`src/rtl/keypad_pkg.sv`:
```
// Shared keypad constants, key-code type and code helpers, used by the
// scanner and by the downstream 7-segment hit decoder.
package keypad_pkg;

  localparam logic [3:0] KEY_NONE = 4'd0;
  localparam int         KP_ROWS  = 4;
  localparam int         KP_COLS  = 3;

  typedef logic [3:0] key_code_t;

  // Row r, column c maps to codes 1..12.
  function automatic key_code_t kp_code(input logic [1:0] r, input logic [1:0] c);
    return key_code_t'(4'(r) * 4'd3 + 4'(c) + 4'd1);
  endfunction

  // Lowest nonzero code of the two; KEY_NONE acts as "nothing seen".
  function automatic key_code_t kp_min(input key_code_t a, input key_code_t b);
    if (a == KEY_NONE) return b;
    if (b == KEY_NONE) return a;
    return (a < b) ? a : b;
  endfunction

endpackage

```
`src/rtl/row_sync.sv`:
```
// Two-flop synchroniser for the asynchronous, active-low keypad row lines.
// Resets to all-ones so an idle keypad reads as "no row pulled low".
module row_sync
  import keypad_pkg::*;
(
  input  logic               clk,
  input  logic               rst,
  input  logic [KP_ROWS-1:0] row_i,
  output logic [KP_ROWS-1:0] row_o
);

  logic [KP_ROWS-1:0] meta_q;
  logic [KP_ROWS-1:0] sync_q;

  always_ff @(posedge clk) begin
    if (rst) begin
      meta_q <= '1;
      sync_q <= '1;
    end else begin
      meta_q <= row_i;
      sync_q <= meta_q;
    end
  end

  assign row_o = sync_q;

endmodule

```
`src/rtl/keypad_scanner.sv`:
```
// 4x3 keypad scanner: column scan, per-frame lowest-code reduction, frame
// debounce and registered key code / press strobe. Optional auto-repeat is
// enabled by defining KEYPAD_SCANNER_REPEAT_EN.
module keypad_scanner
  import keypad_pkg::*;
#(
  parameter int SCAN_DIV      = 4,
  parameter int DEBOUNCE_CNT  = 3,
  parameter int REPEAT_FRAMES = 8
) (
  input  logic               clk,
  input  logic               rst,
  input  logic [KP_ROWS-1:0] row_in,
  output logic [KP_COLS-1:0] col_out,
  output logic [3:0]         key_code,
  output logic               key_valid
);

  localparam int SLOT_W = $clog2(SCAN_DIV);
  localparam int STB_W  = $clog2(DEBOUNCE_CNT + 1);
  localparam logic [SLOT_W-1:0] SLOT_LAST = SLOT_W'(SCAN_DIV - 1);
  localparam logic [STB_W-1:0]  STB_MAX   = STB_W'(DEBOUNCE_CNT);

  // Sampling on the last slot cycle relies on the 2-cycle synchroniser delay.
  if (SCAN_DIV < 4) begin : g_chk_div
    $error("keypad_scanner: SCAN_DIV must be 4 or more");
  end
  if (DEBOUNCE_CNT < 1) begin : g_chk_deb
    $error("keypad_scanner: DEBOUNCE_CNT must be 1 or more");
  end
  if (REPEAT_FRAMES < 1) begin : g_chk_rep
    $error("keypad_scanner: REPEAT_FRAMES must be 1 or more");
  end

  logic [KP_ROWS-1:0] row_s;

  row_sync u_row_sync (
    .clk   (clk),
    .rst   (rst),
    .row_i (row_in),
    .row_o (row_s)
  );

  logic [SLOT_W-1:0]  slot_q, slot_d;
  logic [1:0]         col_q, col_d;
  logic [KP_COLS-1:0] col_out_q, col_out_d;
  key_code_t          frame_min_q, frame_min_d;
  key_code_t          cand_q, cand_d;
  logic [STB_W-1:0]   stable_q, stable_d;
  key_code_t          key_code_q, key_code_d;
  logic               key_valid_q, key_valid_d;

  logic      slot_last;
  logic      frame_end;
  logic      accept;
  key_code_t slot_code;
  key_code_t frame_res;

`ifdef KEYPAD_SCANNER_REPEAT_EN
  localparam int REP_W = $clog2(REPEAT_FRAMES + 1);
  localparam logic [REP_W-1:0] REP_LAST = REP_W'(REPEAT_FRAMES - 1);
  logic [REP_W-1:0] rep_q, rep_d;
`endif

  assign slot_last = (slot_q == SLOT_LAST);
  assign frame_end = slot_last && (col_q == 2'd2);

  // Lowest pressed row in the driven column wins.
  always_comb begin
    slot_code = KEY_NONE;
    for (int r = KP_ROWS - 1; r >= 0; r--) begin
      if (!row_s[r]) slot_code = kp_code(2'(r), col_q);
    end
  end

  assign frame_res = kp_min(frame_min_q, slot_code);

  always_comb begin
    slot_d      = slot_last ? '0 : slot_q + 1'b1;
    col_d       = col_q;
    if (slot_last) col_d = (col_q == 2'd2) ? 2'd0 : col_q + 2'd1;
    col_out_d   = ~(3'b001 << col_d);

    frame_min_d = frame_min_q;
    if (frame_end)      frame_min_d = KEY_NONE;
    else if (slot_last) frame_min_d = frame_res;

    cand_d      = cand_q;
    stable_d    = stable_q;
    key_code_d  = key_code_q;
    key_valid_d = 1'b0;
    accept      = 1'b0;

    if (frame_end) begin
      if (frame_res == cand_q) begin
        stable_d = (stable_q == STB_MAX) ? stable_q : stable_q + 1'b1;
      end else begin
        cand_d   = frame_res;
        stable_d = STB_W'(1);
      end
      if (stable_d == STB_MAX && cand_d != key_code_q) begin
        accept      = 1'b1;
        key_code_d  = cand_d;
        key_valid_d = (cand_d != KEY_NONE);
      end
    end

`ifdef KEYPAD_SCANNER_REPEAT_EN
    rep_d = rep_q;
    if (frame_end) begin
      if (!accept && key_code_q != KEY_NONE && frame_res == key_code_q) begin
        if (rep_q == REP_LAST) begin
          rep_d       = '0;
          key_valid_d = 1'b1;
        end else begin
          rep_d = rep_q + 1'b1;
        end
      end else begin
        rep_d = '0;
      end
    end
`endif
  end

  always_ff @(posedge clk) begin
    if (rst) begin
      slot_q      <= '0;
      col_q       <= 2'd0;
      col_out_q   <= 3'b110;
      frame_min_q <= KEY_NONE;
      cand_q      <= KEY_NONE;
      stable_q    <= '0;
      key_code_q  <= KEY_NONE;
      key_valid_q <= 1'b0;
`ifdef KEYPAD_SCANNER_REPEAT_EN
      rep_q       <= '0;
`endif
    end else begin
      slot_q      <= slot_d;
      col_q       <= col_d;
      col_out_q   <= col_out_d;
      frame_min_q <= frame_min_d;
      cand_q      <= cand_d;
      stable_q    <= stable_d;
      key_code_q  <= key_code_d;
      key_valid_q <= key_valid_d;
`ifdef KEYPAD_SCANNER_REPEAT_EN
      rep_q       <= rep_d;
`endif
    end
  end

  assign col_out   = col_out_q;
  assign key_code  = key_code_q;
  assign key_valid = key_valid_q;

endmodule
```
`config.mk`:
```
export PLATFORM = sky130hd
export DESIGN_NAME = keypad_scanner
export DESIGN_NICKNAME = d
export VERILOG_FILES = /design/src/rtl/keypad_pkg.sv /design/src/rtl/row_sync.sv /design/src/rtl/keypad_scanner.sv
export SDC_FILE = /design/constraint.sdc
export NUM_CORES = 1
export LEC_CHECK = 0
export ABC_CLOCK_PERIOD_IN_PS = 8300
export CAP_MARGIN = 20
export CORE_UTILIZATION = 28
export CTS_CLUSTER_DIAMETER = 120
export DETAILED_ROUTE_END_ITERATION = 12
export PLACE_DENSITY = 0.53
export SKIP_LAST_GASP = 1
export SLEW_MARGIN = 15
export SYNTH_ARGS = -nofsm -noshare
export SYNTH_HDL_FRONTEND = slang
export SYNTH_SLANG_ARGS = --single-unit
export TNS_END_PERCENT = 50
```
`constraint.sdc`:
```
create_clock -name clk -period 8.3 [get_ports clk]
set_input_delay 2.49 -clock clk [delete_from_list [all_inputs] [get_ports clk]]
set_output_delay 2.49 -clock clk [all_outputs]
set_load 0.05 [all_outputs]
```
==> results.cfg, run 1 <==
[setup_path]
cp_top_family = buffers and inverters
cp-start-kind = register
slowest_delay_ps = 830
crit_buf_inv = 1
rr_worst_depth = 13
crit_fanout = 4
arrival_ps = 1520
r2r_slack_ps = 4480
worstPathCellList = clkdlybuf4s50_1
cp.required_ps = 5810
crit_slowest_cell = clkdlybuf4s50_1
rr_startpoint = col_q[0]
rr_endpoint = key_code[3]
end_kind = output pin
critPathKind = register to output pin

[global_route]
antenna_found_initial = 0
grt_pass1_vias = 1192
grt_max_degree = 29
grtUsageTotal_pct = 11.6
grt_pass1_wl_mm = 5.77
grt_remaining_overflow = 0

[timing]
setup_viol = 0
relSlewSlack_pct = 36.0
skew_ps = 5.15
fmax_mhz = 249
hold_viol = 0
layout_setup_ws_ps = 4290
final.min_clock_period_ps = 4010
layout_worst_path_cycle_share_pct = 48.3
drv_slew = 0
grt_setup_unrepaired = no
worst_pin_slew_ps = 956
setup_tns_ps = 0

[synth]
synth_fa_ha_area_share_pct = 6.68
synth-seq-cells = 30
syn_nets = 197
yosysWarnings = 0
synth_compound_area_share_pct = 22.7
netlist_area_um2 = 1690
synthMuxAreaShare_pct = 6.23
syn_inst = 182
yosys.area_share.simple_pct = 21.4
synth-edff-count = 0
ys.flop_type = dfxtp_1
synth_top_family_by_area = compound AO/OA/AOI/OAI gates
avgSynthCellArea_um2 = 9.27
ys_seq_area_share_pct = 35.6
synth-xor-area-share_pct = 3.12
synth-async-reset-ratio_pct = 0
ys_types = 52

[pwr]
p_leak_nw = 0.762
irDropWorstVdd_mv = 0.118
power_density_nw_per_um2 = 205

[final_layout]
drive_gt1_share_pct = 15.4
fillCellCount = 576
num_antenna_cells = 0
fin_nets = 209
final_util_pct = 35.5
area_growth_pct = 18.8

[floorplan]
die_area_um2 = 6340
die_h_um = 79.6
coreArea_um2 = 5640
fp-row-count = 27
initial_core_util_pct = 29.9
dieWidth_um = 79.6
ioPinCount = 14

[run_status]
status = complete, no violations

[clock_network]
cts_setup_buffers = 0
cts_inserted_buffers = 5
clk_pin_slew_ps = 70
cts_tree = built
cts_max_path_buffers = 2
cts-hold-fix-buffers = 0
worst_skew_pair.late_latency_ps = 280
cts.sinks = 30
cts_resized = 0
ctsHtreeMaxLevel = 2
cts-root-buf = clkbuf_8

[placed_design]
gp_congestion = 0.798
place_ws_ps = 4230
port_buffers = 13
hpwlAfterDp_mm = 2.39

[min_path]
min_path_cells = 1
hold_end = u_row_sync.row_o[2]
hp-start = u_row_sync.meta_q[2]
min_path_type = register to register

[job]
maxCapViolations = 0

[routing]
avgRoutedWirePerCell_um = 12.6
vias = 1308
drc_errors = 0
met3_wirelength_um = 140
ant_nets = 0
drt_first_pass_iters = 4
wl_met1_mm = 1.79
routed_wl_mm = 3.37
top_layer = met4
drtIter0Drc = 79
met2_length_mm = 1.39
viasPerCell = 4.90
-- report_power, final --
part           internal (mW)  switching, mW
registers              0.149        0.00535
clock network          0.128         0.0560
logic                 0.0305         0.0418
-- per-stage QoR --
stage / hold WS [ps] / instance area, µm² / power, mW / cells
final: 408 / 2000 / 0.411 / 267
after global routing: 415 / 2000 / 0.429 / 267
after CTS: 410 / 2000 / 0.415 / 267
after detailed placement: 393 / 1860 / 0.230 / 259
after global placement: 393 / 1860 / 0.230 / 259
after floorplan: 389 / 1690 / 0.214 / 182
-- worst max path at each step --
stage | slack (ps) | start | cells after the start | to
3_5_place_dp | 4230 | rst | 2 | frame_min_q[1]
4_1_cts | 4270 | key_code[0] | 1 | key_code[0]
2_1_floorplan | 5060 | rst | 3 | u_row_sync.meta_q[1]
3_3_place_gp | 4260 | rst | 2 | u_row_sync.row_o[1]
5_1_grt | 4050 | col_q[0] | 13 | key_code[0]
6_report | 4290 | key_code[0] | 1 | key_code[0]
-- state kept, by name, summed over array words and instances, names as in the netlist --
| name | count |
|---|---|
| stable_q | 2 |
| slot_q | 2 |
| u_row_sync.meta_q | 4 |
| cand_q | 4 |
| col_q | 2 |
| frame_min_q | 4 |
| key_code | 4 |
| col_out | 3 |
| key_valid | 1 |
| u_row_sync.row_o | 4 |
-- cell type report --
type	count	area (µm²)	share of cell area [%]
clock buffers	6	82.6	4.12
clock inverters	2	60.1	3.00
inverters	7	26.3	1.31
multi-input cells	137	1010	50.6
flip-flops and latches	30	601	30.0
well taps	72	90.1	4.49
repair buffers	13	130	6.49
-- cells in the mapped netlist, drive strengths merged (2+ instances only) --
master / n / area [µm²]
dfxtp: 30 / 601
nor2: 19 / 71.3
nand2: 14 / 52.6
a21oi: 10 / 57.6
ha: 9 / 113
mux2i: 9 / 90.1
or2: 8 / 50.1
inv: 7 / 26.3
o21ai: 7 / 38.8
a211oi: 6 / 45.0
clkbuf: 5 / 18.8
nor3: 5 / 25.0
a2111oi: 4 / 47.6
a311oi: 4 / 35.0
buf: 3 / 26.3
nand3: 3 / 15.0
xnor2: 3 / 26.3
xor2: 3 / 26.3
a31oi: 2 / 27.5
nand2b: 2 / 12.5
nand3b: 2 / 15.0
nor2b: 2 / 15.0
o211ai: 2 / 15.0
-- cells in the final DEF (no fill, tap or decap), types with 2 or more instances in the layout --
cell type | netlist | routed
a2111oi_2 | 2 | 2
a311oi_1 | 4 | 4
nand3b_1 | 2 | 2
bufinv_16 | 0 | 2
a21oi_2 | 2 | 2
mux2i_1 | 9 | 9
a2111oi_0 | 2 | 2
a211oi_1 | 6 | 6
nand3_1 | 3 | 3
inv_1 | 7 | 7
xnor2_1 | 3 | 3
dfxtp_1 | 30 | 30
xor2_1 | 3 | 3
nand2b_1 | 2 | 2
o21ai_0 | 6 | 6
a21oi_1 | 8 | 8
o211ai_1 | 2 | 2
nor3_1 | 5 | 5
ha_1 | 9 | 9
clkbuf_8 | 0 | 6
clkdlybuf4s50_1 | 0 | 13
nor2_1 | 19 | 19
or2_2 | 8 | 8
nand2_1 | 14 | 14
-- metal layers --
| metal | track usage, % | up-vias |
|---|---|---|
| li1 | - | 686 |
| met1 | 16.5 | 584 |
| met2 | 16.7 | 32 |
| met3 | 2.40 | 6 |
| met4 | 4.91 | 0 |
| met5 | 0 | - |
-- cells by family (layout without fill, tap and decap cells) --
kind of cell	count (synthesis)	after routing
AOI/OAI and AO/OA	45	45
muxes	10	10
and+or+nand+nor	67	67
buffers and inverters	15	28
xor gates and xnor gates	6	6
DFF	30	30
adders and majority gates	9	9
Note: power is estimated with default switching activity, not from simulation.
==> run 2, diff against run 1 <==
--- a/config.mk
+++ b/config.mk
@@ -5,7 +5,7 @@
 export SDC_FILE = /design/constraint.sdc
 export NUM_CORES = 1
 export LEC_CHECK = 0
-export ABC_CLOCK_PERIOD_IN_PS = 8300
+export ABC_CLOCK_PERIOD_IN_PS = 3700
 export CAP_MARGIN = 20
 export CORE_UTILIZATION = 28
 export CTS_CLUSTER_DIAMETER = 120
==> constraint.sdc (replaced) <==
create_clock -name clk -period 3.7 [get_ports clk]
set_input_delay 1.11 -clock clk [delete_from_list [all_inputs] [get_ports clk]]
set_output_delay 1.11 -clock clk [all_outputs]
set_load 0.05 [all_outputs]
==> results.cfg, run 2 (same netlist as run 1, synthesis figures left out) <==
[clock_network]
cts_setup_buffers = 0
cts-hold-fix-buffers = 0
cts-root-buf = clkbuf_8
clk_pin_slew_ps = 70
cts_tree = built
cts.sinks = 30
worst_skew_pair.late_latency_ps = 290
ctsHtreeMaxLevel = 2
cts_max_path_buffers = 2
cts_resized = 0
cts_inserted_buffers = 5

[placed_design]
port_buffers = 13
placedInstanceArea_um2 = 1900
gp_congestion = 0.833
hpwlAfterDp_mm = 2.64

[routing]
viasPerCell = 4.96
routed_wl_mm = 3.61
met2_length_mm = 1.51
avgRoutedWirePerCell_um = 13.3
vias = 1349
wl_met1_mm = 1.89
drc_errors = 0
drt_first_pass_iters = 4
top_layer = met4
ant_nets = 0
drtIter0Drc = 66
met3_wirelength_um = 133

[setup_path]
endpoint = key_code[1]
r2r_slack_ps = 340
cp-start-kind = register
arrival_ps = 3530
crit_fanout = 10
cp.required_ps = 3880
end_kind = register
rr_startpoint = col_q[1]
rr_endpoint = key_code[1]
cp-startpoint = col_q[1]
critPathKind = register to register
rr_worst_depth = 14

[timing]
final.min_clock_period_ps = 3360
worst_pin_slew_ps = 935
drv_slew = 0
skew_ps = 7.72
fmax_mhz = 298
hold_viol = 0
setup_viol = 0
relSlewSlack_pct = 37.5
setup_tns_ps = 0
layout_worst_path_cycle_share_pct = 90.7
grt_setup_unrepaired = no

[final_layout]
fillCellCount = 587
fin_nets = 214
drive_gt1_share_pct = 19.0
final_common_cell = dfxtp_1
area_growth_pct = 18.8
finalInstanceArea_um2 = 2000
num_antenna_cells = 0
final_cell_mix = 29 x dfxtp_1, 19 x nor2_1, 14 x nand2_1

[global_route]
grt_pass1_wl_mm = 6.20
grtUsageTotal_pct = 12.8
grt_max_degree = 29
grt_remaining_overflow = 0
antenna_found_initial = 0
grt_pass1_vias = 1236

[floorplan]
die_area_um2 = 6340
die_h_um = 79.6
dieWidth_um = 79.6
coreArea_um2 = 5640
fp-row-count = 27
initial_core_util_pct = 29.9
ioPinCount = 14

[pwr]
irDropWorstVdd_mv = 0.334
power_density_nw_per_um2 = 400
p_leak_nw = 0.764

[run_status]
status = complete, no violations

[job]
maxCapViolations = 0

[min_path]
min_path_type = register to register
-- run 2: through the flow --
| step | hold WS, ps | util, % | std cells | setup slack, ps | total power [mW] |
|---|---|---|---|---|---|
| floorplan | 389 | - | 182 | 524 | 0.479 |
| global placement | 395 | 33.7 | 264 | 137 | 0.527 |
| detailed placement | 403 | 33.7 | 264 | 140 | 0.524 |
| CTS | 420 | 35.4 | 272 | 97.3 | 0.806 |
| global route | 428 | 35.5 | 272 | 25.5 | 0.844 |
| finish | 415 | 35.5 | 272 | 344 | 0.802 |
-- run 2: worst min-delay path by stage --
stage / slack (ps) / end / start / cells after the start
detailed placement: 400 / u_row_sync.row_o[0] / u_row_sync.meta_q[0] / 1
floorplan: 390 / u_row_sync.row_o[0] / u_row_sync.meta_q[0] / 1
global route: 430 / u_row_sync.row_o[1] / u_row_sync.meta_q[1] / 1
global placement: 390 / u_row_sync.row_o[0] / u_row_sync.meta_q[0] / 1
finish: 410 / u_row_sync.row_o[1] / u_row_sync.meta_q[1] / 1
CTS: 420 / u_row_sync.row_o[1] / u_row_sync.meta_q[1] / 1
-- run 2: worst max-delay path, cell delays in order, from the launching register on --
cell       delay (ps)
dfxtp_2           400
inv_1              80
ha_1              220
nor2b_2           190
nor2_1            120
nand2_1            80
ha_1              320
a21o_1            220
a31o_2            250
o22ai_1           260
a2bb2oi_2         170
xnor2_1           170
and4bb_4          430
a21oi_1            80
a311oi_1          250
-- run 2: final cells by class --
class / count / area [µm²] / area share [%]
Clock buffer: 6 / 82.6 / 4.12
Clock inverter: 2 / 12.5 / 0.624
Inverter: 7 / 26.3 / 1.31
Multi-Input combinational cell: 137 / 1020 / 51.1
Sequential cell: 30 / 602 / 30.0
Tap cell: 72 / 90.1 / 4.49
Timing Repair Buffer: 18 / 168 / 8.36
-- run 2: layer usage --
layer,vias up,GRT usage (%)
met5,-,0
met3,6,2.40
met4,0,6.00
met1,615,17.7
li1,703,-
met2,25,18.8
-- run 2: power breakdown --
group          total (mW)  leakage [nW]  switching [mW]  internal [mW]
Clock               0.283        0.0472           0.134          0.149
Combinational       0.173         0.471          0.0973         0.0757
Sequential          0.346         0.245          0.0110          0.335
==> run 3, diff against run 2 <==
--- a/config.mk
+++ b/config.mk
@@ -7,10 +7,12 @@
 export LEC_CHECK = 0
 export ABC_CLOCK_PERIOD_IN_PS = 3700
 export CAP_MARGIN = 20
+export CELL_PAD_IN_SITES_DETAIL_PLACEMENT = 1
+export CELL_PAD_IN_SITES_GLOBAL_PLACEMENT = 2
 export CORE_UTILIZATION = 28
 export CTS_CLUSTER_DIAMETER = 120
 export DETAILED_ROUTE_END_ITERATION = 12
-export PLACE_DENSITY = 0.53
+export PLACE_DENSITY = 0.73
 export SKIP_LAST_GASP = 1
 export SLEW_MARGIN = 15
 export SYNTH_ARGS = -nofsm -noshare
==> results.cfg, run 3 (same netlist as run 1, synthesis figures left out) <==
[routing]
avgRoutedWirePerCell_um = 15.3
drc_errors = 0
viasPerCell = 5.21
routed_wl_mm = 4.19
ant_nets = 0
drtIter0Drc = 43
drt_first_pass_iters = 4
vias = 1423

[min_path]
hp-start = u_row_sync.meta_q[0]
min_path_type = register to register

[timing]
hold_viol = 0
drv_slew = 0
worst_pin_slew_ps = 940
final.min_clock_period_ps = 3390
grt_setup_unrepaired = no
setup_viol = 0
skew_ps = 5.76
setup_tns_ps = 0
layout_worst_path_cycle_share_pct = 91.7
fin_hold_ws_ps = 412
relSlewSlack_pct = 37.1
fmax_mhz = 295

[clock_network]
cts.sinks = 30
cts_max_path_buffers = 2
ctsHtreeMaxLevel = 2
clk_pin_slew_ps = 70
cts-root-buf = clkbuf_8
cts_inserted_buffers = 5
worst_skew_pair.late_latency_ps = 280
cts-hold-fix-buffers = 0
cts_tree = built

[final_layout]
final_cell_mix = 29 x dfxtp_1, 19 x nor2_1, 14 x nand2_1
fin_nets = 215
drive_gt1_share_pct = 18.9
final_common_cell = dfxtp_1
num_antenna_cells = 0
area_growth_pct = 20.8
finalInstanceArea_um2 = 2040

[setup_path]
crit_fanout = 10
cp-start-kind = register
end_kind = register
endpoint = key_code[1]
arrival_ps = 3570
cp.required_ps = 3870
cp_common_cell = ha_1
critPathKind = register to register
crit_slowest_cell = and4bb_4
r2r_slack_ps = 310
slowest_delay_ps = 410
cp-startpoint = col_q[0]
worstPathCellList = inv_1 > ha_1 > nor2b_2 > nor2_1 > nand2_1 > ha_1 > a21o_1 > a31o_2 > o22ai_1 > a2bb2oi_4 > xnor2_1 > and4bb_4 > a21oi_1 > a311oi_1
rr_endpoint = key_code[1]
rr_startpoint = col_q[0]
rr_worst_depth = 14

[pwr]
irDropWorstVdd_mv = 0.212
p_int_mw = 0.616
clkPwrFrac_pct = 38.4
totalPowerFinal_mw = 0.866
p_switching_mw = 0.250
power_density_nw_per_um2 = 425
swShare_pct = 28.9
pwr-share-seq_pct = 40.0
p_leak_nw = 0.772
combPwrFrac_pct = 21.6

[job]
maxCapViolations = 0

[run_status]
status = complete, no violations

[floorplan]
initial_core_util_pct = 29.9
die_area_um2 = 6340
fp-row-count = 27
dieWidth_um = 79.6
die_h_um = 79.6
coreArea_um2 = 5640
ioPinCount = 14

[placed_design]
placedInstanceArea_um2 = 1910
port_buffers = 13
gp_congestion = 0.803
hpwlAfterDp_mm = 3.11

[global_route]
antenna_found_initial = 0
grt_pass1_vias = 1425
grt_max_degree = 29
grtUsageTotal_pct = 14.6
grt_pass1_wl_mm = 7.06
grt_remaining_overflow = 0
run 3: changes by cell type in the layout (fill, tap and decap cells not counted):
cell	change
nor3_1	+1
clkinvlp_4	+1
a2bb2oi_4	+1
nor3_2	-1
clkinv_2	-1
buf_4	+1
bufinv_16	+1
a2bb2oi_2	-1
clkbuf_8	-1
run 3: how the worst min path moves through the flow:
stage               cells after the start                  end
finish                                  1  u_row_sync.row_o[0]
global route                            1  u_row_sync.row_o[3]
CTS                                     1  u_row_sync.row_o[0]
detailed placement                      1  u_row_sync.row_o[0]
global placement                        1  u_row_sync.row_o[3]
floorplan                               1  u_row_sync.row_o[0]
run 3: metrics by stage:
stage | utilization [%] | std cells | worst slack, ps
global route | 36.1 | 273 | 37.1
finish | 36.1 | 273 | 307
detailed placement | 33.8 | 265 | 200
global placement | 33.8 | 265 | 344
floorplan | - | 182 | 524
CTS | 35.8 | 273 | 170
run 3: timing repair:
| action | in CTS | in global routing |
|---|---|---|
| gates resized for setup | 0 | 4 |
| setup endpoints to repair | 0 | 5 |
| buffers inserted | 0 | 0 |
run 3: power by group through the flow:
stage	registers, mW	logic, mW	clock network, mW
3_5_place_dp	0.353	0.182	0
6_report	0.346	0.187	0.332
4_1_cts	0.346	0.183	0.343
2_1_floorplan	0.355	0.124	0
3_3_place_gp	0.353	0.176	0
5_1_grt	0.348	0.207	0.352
run 3: final cells by class:
type                       count  area, µm²
fill                         658       3600
multi-input combinational    137       1030
sequential                    30        602
timing repair buffer          19        175
tap                           72       90.1
clock buffer                   5       68.8
clock inverter                 3       45.0
inverter                       7       26.3
run 3: routing by layer:
metal	global-route usage [%]	wire length, µm	vias to the layer above
met5	0	0	-
met4	7.09	103	0
met3	2.63	119	9
met2	23.2	1890	27
met1	19.0	2070	687
li1	-	-	700
run 3: worst max-delay path: cells and delay by family, from the launching register on:
kind	cells	cell delay [ps]
fa+ha+maj	2	570
xor+xnor	1	160
buf+inv	1	90
flops	1	330
compound gates	6	1280
simple gates	4	840
